$ cat src/rtl/game_sequencer_if.sv
// Player/switch inputs and round-control outputs of the game sequencer.
interface game_sequencer_if;
    logic       start;
    logic [2:0] level_sw;
    logic       movement;
    logic       hit;
    logic       goal;
    logic [2:0] state;
    logic [1:0] level;
    logic [1:0] lives;
    logic       round_reset;
    logic       en_fast;
    logic       en_slow;
    logic       auto_kill;
    logic       win;
    logic       loss;

    modport master (
        output start, level_sw, movement, hit, goal,
        input  state, level, lives, round_reset,
        input  en_fast, en_slow, auto_kill, win, loss
    );

    modport slave (
        input  start, level_sw, movement, hit, goal,
        output state, level, lives, round_reset,
        output en_fast, en_slow, auto_kill, win, loss
    );
endinterface

$ cat src/rtl/game_sequencer.sv
// Round-level controller: difficulty latch, round sequencing, shift
// enables, stand-still timeout and lives bookkeeping.
module game_sequencer #(
    parameter int TICK_BASE      = 5000000,
    parameter int IDLE_LIMIT     = 500000000,
    parameter int DISPLAY_CYCLES = 100000000,
    parameter int LIVES          = 3
) (
    input logic clk,
    input logic reset,
    game_sequencer_if.slave bus
);
    typedef enum logic [2:0] {
        IDLE = 3'd0,
        ARM  = 3'd1,
        PLAY = 3'd2,
        WIN  = 3'd3,
        LOSS = 3'd4,
        OVER = 3'd5
    } state_t;

    state_t      st;
    logic [1:0]  level_q;
    logic [1:0]  lives_q;
    logic        rr_q;
    logic        fast_q;
    logic        slow_q;
    logic        kill_q;
    logic        win_q;
    logic        loss_q;
    logic [31:0] fast_cnt;
    logic [31:0] slow_cnt;
    logic [31:0] idle_cnt;
    logic [31:0] disp_cnt;

    logic [31:0] fast_period;
    logic [31:0] slow_period;
    logic        fast_last;
    logic        slow_last;
    logic        kill;
    logic        disp_last;

    assign fast_period = (32'd4 - {30'd0, level_q}) * 32'(TICK_BASE);
    assign slow_period = (32'd5 - {30'd0, level_q}) * 32'(TICK_BASE);
    assign fast_last   = fast_cnt == fast_period - 32'd1;
    assign slow_last   = slow_cnt == slow_period - 32'd1;
    assign kill        = idle_cnt == 32'(IDLE_LIMIT - 1);
    assign disp_last   = disp_cnt == 32'(DISPLAY_CYCLES - 1);

    always_ff @(posedge clk) begin
        if (reset) begin
            st       <= IDLE;
            level_q  <= 2'd0;
            lives_q  <= 2'd0;
            rr_q     <= 1'b0;
            fast_q   <= 1'b0;
            slow_q   <= 1'b0;
            kill_q   <= 1'b0;
            win_q    <= 1'b0;
            loss_q   <= 1'b0;
            fast_cnt <= 32'd0;
            slow_cnt <= 32'd0;
            idle_cnt <= 32'd0;
            disp_cnt <= 32'd0;
        end else begin
            rr_q   <= 1'b0;
            fast_q <= 1'b0;
            slow_q <= 1'b0;
            kill_q <= 1'b0;
            unique case (st)
                IDLE: begin
                    if (bus.start && bus.level_sw != 3'd0) begin
                        level_q <= bus.level_sw[0] ? 2'd0 :
                                   bus.level_sw[1] ? 2'd1 : 2'd2;
                        lives_q <= 2'(LIVES);
                        rr_q    <= 1'b1;
                        st      <= ARM;
                    end
                end
                ARM: begin
                    fast_cnt <= 32'd0;
                    slow_cnt <= 32'd0;
                    idle_cnt <= 32'd0;
                    st       <= PLAY;
                end
                PLAY: begin
                    // A timeout is handled exactly like a collision.
                    if (bus.hit || kill) begin
                        kill_q   <= kill;
                        lives_q  <= lives_q - 2'd1;
                        loss_q   <= 1'b1;
                        disp_cnt <= 32'd0;
                        st       <= (lives_q == 2'd1) ? OVER : LOSS;
                    end else if (bus.goal) begin
                        win_q    <= 1'b1;
                        disp_cnt <= 32'd0;
                        st       <= WIN;
                    end else begin
                        fast_q   <= fast_last;
                        slow_q   <= slow_last;
                        fast_cnt <= fast_last ? 32'd0 : fast_cnt + 32'd1;
                        slow_cnt <= slow_last ? 32'd0 : slow_cnt + 32'd1;
                        idle_cnt <= bus.movement ? 32'd0 : idle_cnt + 32'd1;
                    end
                end
                WIN: begin
                    if (level_q == 2'd2) begin
                        if (bus.start) begin
                            win_q <= 1'b0;
                            st    <= IDLE;
                        end
                    end else if (disp_last) begin
                        level_q <= level_q + 2'd1;
                        win_q   <= 1'b0;
                        rr_q    <= 1'b1;
                        st      <= ARM;
                    end else begin
                        disp_cnt <= disp_cnt + 32'd1;
                    end
                end
                LOSS: begin
                    if (disp_last) begin
                        loss_q <= 1'b0;
                        rr_q   <= 1'b1;
                        st     <= ARM;
                    end else begin
                        disp_cnt <= disp_cnt + 32'd1;
                    end
                end
                OVER: begin
                    if (bus.start) begin
                        loss_q <= 1'b0;
                        st     <= IDLE;
                    end
                end
                default: st <= IDLE;
            endcase
        end
    end

    assign bus.state       = st;
    assign bus.level       = level_q;
    assign bus.lives       = lives_q;
    assign bus.round_reset = rr_q;
    assign bus.en_fast     = fast_q;
    assign bus.en_slow     = slow_q;
    assign bus.auto_kill   = kill_q;
    assign bus.win         = win_q;
    assign bus.loss        = loss_q;
endmodule
$ cat src/flat_wrapper.sv
// flat-port wrapper written by rule: the top's interface ports become plain ports
module game_sequencer_flat 
#(
    parameter int TICK_BASE      = 5000000,
    parameter int IDLE_LIMIT     = 500000000,
    parameter int DISPLAY_CYCLES = 100000000,
    parameter int LIVES          = 3
)
  (clk, reset, bus_start, bus_level_sw, bus_movement, bus_hit, bus_goal, bus_state, bus_level, bus_lives, bus_round_reset, bus_en_fast, bus_en_slow, bus_auto_kill, bus_win, bus_loss);
  game_sequencer_if bus_i ();
  input logic clk;
  input logic reset;
  input wire logic [$bits(bus_i.start)-1:0] bus_start;
  input wire logic [$bits(bus_i.level_sw)-1:0] bus_level_sw;
  input wire logic [$bits(bus_i.movement)-1:0] bus_movement;
  input wire logic [$bits(bus_i.hit)-1:0] bus_hit;
  input wire logic [$bits(bus_i.goal)-1:0] bus_goal;
  output wire logic [$bits(bus_i.state)-1:0] bus_state;
  output wire logic [$bits(bus_i.level)-1:0] bus_level;
  output wire logic [$bits(bus_i.lives)-1:0] bus_lives;
  output wire logic [$bits(bus_i.round_reset)-1:0] bus_round_reset;
  output wire logic [$bits(bus_i.en_fast)-1:0] bus_en_fast;
  output wire logic [$bits(bus_i.en_slow)-1:0] bus_en_slow;
  output wire logic [$bits(bus_i.auto_kill)-1:0] bus_auto_kill;
  output wire logic [$bits(bus_i.win)-1:0] bus_win;
  output wire logic [$bits(bus_i.loss)-1:0] bus_loss;
  assign bus_i.start = bus_start;
  assign bus_i.level_sw = bus_level_sw;
  assign bus_i.movement = bus_movement;
  assign bus_i.hit = bus_hit;
  assign bus_i.goal = bus_goal;
  assign bus_state = bus_i.state;
  assign bus_level = bus_i.level;
  assign bus_lives = bus_i.lives;
  assign bus_round_reset = bus_i.round_reset;
  assign bus_en_fast = bus_i.en_fast;
  assign bus_en_slow = bus_i.en_slow;
  assign bus_auto_kill = bus_i.auto_kill;
  assign bus_win = bus_i.win;
  assign bus_loss = bus_i.loss;
  game_sequencer #(.TICK_BASE(TICK_BASE), .IDLE_LIMIT(IDLE_LIMIT), .DISPLAY_CYCLES(DISPLAY_CYCLES), .LIVES(LIVES)) u_core (.clk(clk), .reset(reset), .bus(bus_i));
endmodule
$ cat config.mk
export PLATFORM = sky130hd
export DESIGN_NAME = game_sequencer_flat
export DESIGN_NICKNAME = d
export VERILOG_FILES = /design/src/rtl/game_sequencer_if.sv /design/src/rtl/game_sequencer.sv /design/src/flat_wrapper.sv
export SDC_FILE = /design/constraint.sdc
export NUM_CORES = 1
export LEC_CHECK = 0
export CAP_MARGIN = 20
export CORE_ASPECT_RATIO = 0.75
export CORE_MARGIN = 4
export CORE_UTILIZATION = 53
export DETAILED_ROUTE_END_ITERATION = 10
export GPL_TIMING_DRIVEN = 1
export PLACE_DENSITY_LB_ADDON = 0.12
export SLEW_MARGIN = 40
export SYNTH_ARGS = -nofsm -noshare
export SYNTH_HDL_FRONTEND = slang
export SYNTH_SLANG_ARGS = --single-unit
$ cat constraint.sdc
create_clock -name clk -period 5.2 [get_ports clk]
set_clock_uncertainty 0.15 [all_clocks]
set_input_delay 1.56 -clock clk [delete_from_list [all_inputs] [get_ports clk]]
set_output_delay 1.56 -clock clk [all_outputs]
set_load 0.01 [all_outputs]
==> impl_metrics.tcl <==
set metrics [dict create \
    grt_pass1_wl_um 35900 \
    hold_path.class "reg2reg" \
    start_util 0.543 \
    rr_startpoint "u_core.bus.level[1]" \
    reg2reg_depth 14 \
    hp-start "u_core.disp_cnt[31]" \
    detail_route.wl_per_cell_um 16.0 \
    n_fill_cell 1481 \
    swShare 0.307 \
    syn_avg_cell_area_sq_um 7.72 \
    ys_ff_latch 141 \
    synth_flop_cell "dfxtp_1" \
    drc 0 \
    clkPwrFrac 0.397 \
    grt_usage 0.233 \
    syn_nets 1169 \
    final_nets 1166 \
    yosys-top-cells-area "dfxtp_1 (32%), nand2_1 (5.9%), xnor2_1 (5.3%)" \
    max-cap-violations 0 \
    clock_latency_ns 0.42 \
    cts_buffer_depth 2 \
    multi_input_area_sq_um 5580 \
    ctsResizeCount 0 \
    area_growth_pct 11.3 \
    cts_sinks 141 \
    boundaryPins 22 \
    power_switching_w 0.000919 \
    whs_path_depth 2 \
    cts_setup_buffers 0 \
    port_buffers 21 \
    finalHoldViolCount 0 \
    regArea_sq_um 2820 \
    endpoint_kind "flop" \
    leakage_nw 3.41 \
    cts_tree "done" \
    path_common_cell "ha_1" \
    hold_buffers 0 \
    peakVddDrop_mv 0.252 \
    cts_buffers 17 \
    async_flop_share 0 \
    yosys.area.top_type "dfxtp_1" \
    pwr-share-comb 0.225 \
    critPathSlowestCell "a2111oi_2" \
    antennaDiodeCount 0 \
    drive_gt1_frac 0.0677 \
    timing.final.crit_share 0.790 \
    synth_cells 1130 \
    synth_edf_count 0 \
    gp_congestion 0.942 \
    path_class "reg2reg" \
    die_h_um 119 \
    antenna_left 0 \
    r2r-end "u_core.slow_cnt[22]" \
    tightestPinTransition_ns 0.808 \
    yosysWarningCount 0 \
    vias 8012 \
    antenna_found_initial 0 \
    worstPathCellList "buf_4, ha_1, nor2b_1, ha_1, inv_1, ha_1, xnor2_1, nor4b_1, nor3_1, nor4_1, nand4b_1, a2111oi_2, nand2b_1, o311ai_0" \
    synth_area_sq_um 8720 \
    setup_violations 0 \
    die_area_sq_um 18600 \
    startpoint_type "flop" \
    worstPathArrival_ns 4.24 \
    routed_wl_um 21500 \
    drv_slew 0 \
    rrSetupSlack_ns 1.09 \
    grt_pass1_vias 7181 \
    cp.required_ns 5.33 \
    ys_types 64 \
    clock-root-buffer "clkbuf_16" \
    synth_top_area_frac 0.324 \
    grt_setup_unrepaired "no" \
    min_to "u_core.disp_cnt[31]" \
    htreeDepth 4 \
    fmax_mhz 243 \
    seq_area_frac_synth 0.324 \
    grt_start_max_net_pins 32 \
    vias_per_cell 5.94 \
    critical-path-max-stage-delay_ns 0.65 \
    die_w_um 156 \
    relSlewSlack 0.460 \
    powerDensity_nw_per_um2 309 \
    grt_overflow_total 0 \
    coreArea_sq_um 16100 \
    status "finished, final reports clean" \
    drt_pass1_iterations 6 \
    num_rows 40 \
    finalPower_w 0.00300 \
    detailed_place_hpwl_um 15300 \
    clk_pin_slew_ns 0.06 \
    drt_iter0_markers 585 \
    finalSetupTns_ns 0 \
    p_seq_frac 0.378 \
    min_period_ns 4.11 \
    cp_max_fo 17 \
    p_int_w 0.00208 \
]
-- sequential cells by signal (all words and copies together) (netlist names), 2 cells and up --
signal	flops
u_core.bus.level	2
u_core.bus.state	3
u_core.disp_cnt	32
u_core.idle_cnt	32
u_core.slow_cnt	32
u_core.fast_cnt	32
u_core.bus.lives	2
-- synthesized netlist by cell type (14+ instances only) --
library cell  instances
a21o_1               15
nor2_1              109
dfxtp_1             141
nor2b_1              15
xor2_1               52
o21ai_0              55
inv_1                17
xnor2_1              53
ha_1                 30
nor3_1               35
a21oi_1              34
or3_1                26
clkbuf_1             50
nand2_1             136
and3_1               36
nand4_1              39
a211oi_1             20
nand3_1              71
nand2b_1             14
-- placed cells by master, fill, tap and decap left out, types with 6 or more instances in the layout --
cell	n
a21oi_1	34
nor4_1	13
or4_1	8
nor2_1	107
or2_2	12
nor4b_1	6
a31oi_1	11
o31ai_1	11
dfxtp_1	141
or3_1	26
o211ai_1	9
nand2b_1	14
nand3b_1	11
a21o_1	15
nand4_1	39
ha_1	30
mux2i_1	6
buf_4	21
nor3_1	35
nand4b_1	8
inv_1	17
nand2_1	136
xor2_1	52
xnor2_1	53
nor2b_1	15
and2_1	12
a211oi_1	20
and3_1	36
clkdlybuf4s50_1	21
nand3_1	71
clkbuf_16	17
o21ai_0	55
-- metrics by stage --
step	utilization	cell area, sq um	instances	worst slack (ns)	hold WS (ns)
2_1_floorplan	-	8720	1130	0.436	0.308
3_3_place_gp	0.567	9110	1316	0.884	0.322
3_5_place_dp	0.569	9140	1318	1.17	0.326
4_1_cts	0.605	9710	1348	1.15	0.335
5_1_grt	0.605	9710	1348	0.721	0.363
6_report	0.605	9710	1348	1.09	0.336
-- routing by layer --
layer,track usage,wire (um),vias up
met1,0.361,11300,3749
met4,0.0569,213,0
li1,-,-,4044
met3,0.0479,1210,21
met2,0.329,8840,198
met5,0,0,-
-- worst max path at each step --
stage	from	endpoint	slack, ns	cells after the start
2_1_floorplan	u_core.bus.level[0]	u_core.slow_cnt[1]	0.44	17
3_3_place_gp	bus_hit	u_core.slow_cnt[14]	0.88	9
3_5_place_dp	u_core.bus.level[1]	u_core.slow_cnt[1]	1.17	13
4_1_cts	u_core.bus.level[1]	u_core.slow_cnt[1]	1.15	13
5_1_grt	u_core.bus.level[0]	u_core.slow_cnt[22]	0.72	11
6_report	u_core.bus.level[1]	u_core.slow_cnt[22]	1.09	14
-- power by group through the flow --
stage	clock, W	sequential (W)	combinational [W]
after floorplan	0	0.00115	0.000468
after global placement	0	0.00116	0.000646
after detailed placement	0	0.00116	0.000664
after CTS	0.00121	0.00113	0.000669
after global routing	0.00126	0.00114	0.000744
final	0.00119	0.00113	0.000674
-- cell type report --
| type | instances | area share |
|---|---|---|
| multi-input cells | 905 | 0.574 |
| flip-flops and latches | 141 | 0.291 |
| inverters | 17 | 0.00657 |
| well taps | 210 | 0.0271 |
| clock inverters | 11 | 0.0122 |
| repair buffers | 45 | 0.0426 |
| clock buffers | 19 | 0.0466 |
-- critical path: cells and delay by family (launching register included) --
kind / cells / cell delay [ns]
xor+xnor: 1 / 0.23
compound gates: 2 / 0.83
flops: 1 / 0.33
simple gates: 6 / 1.43
fa+ha+maj: 3 / 0.71
buf+inv: 2 / 0.30
-- cells by family after synthesis --
kind of cell | synth area share
and+or+nand+nor | 0.330
buffers and inverters | 0.0410
muxes | 0.00688
AOI/OAI and AO/OA | 0.150
adders and majority gates | 0.0430
xor gates and xnor gates | 0.105
DFF | 0.324
other | 0.000430
(Power assumes the default switching activity.)
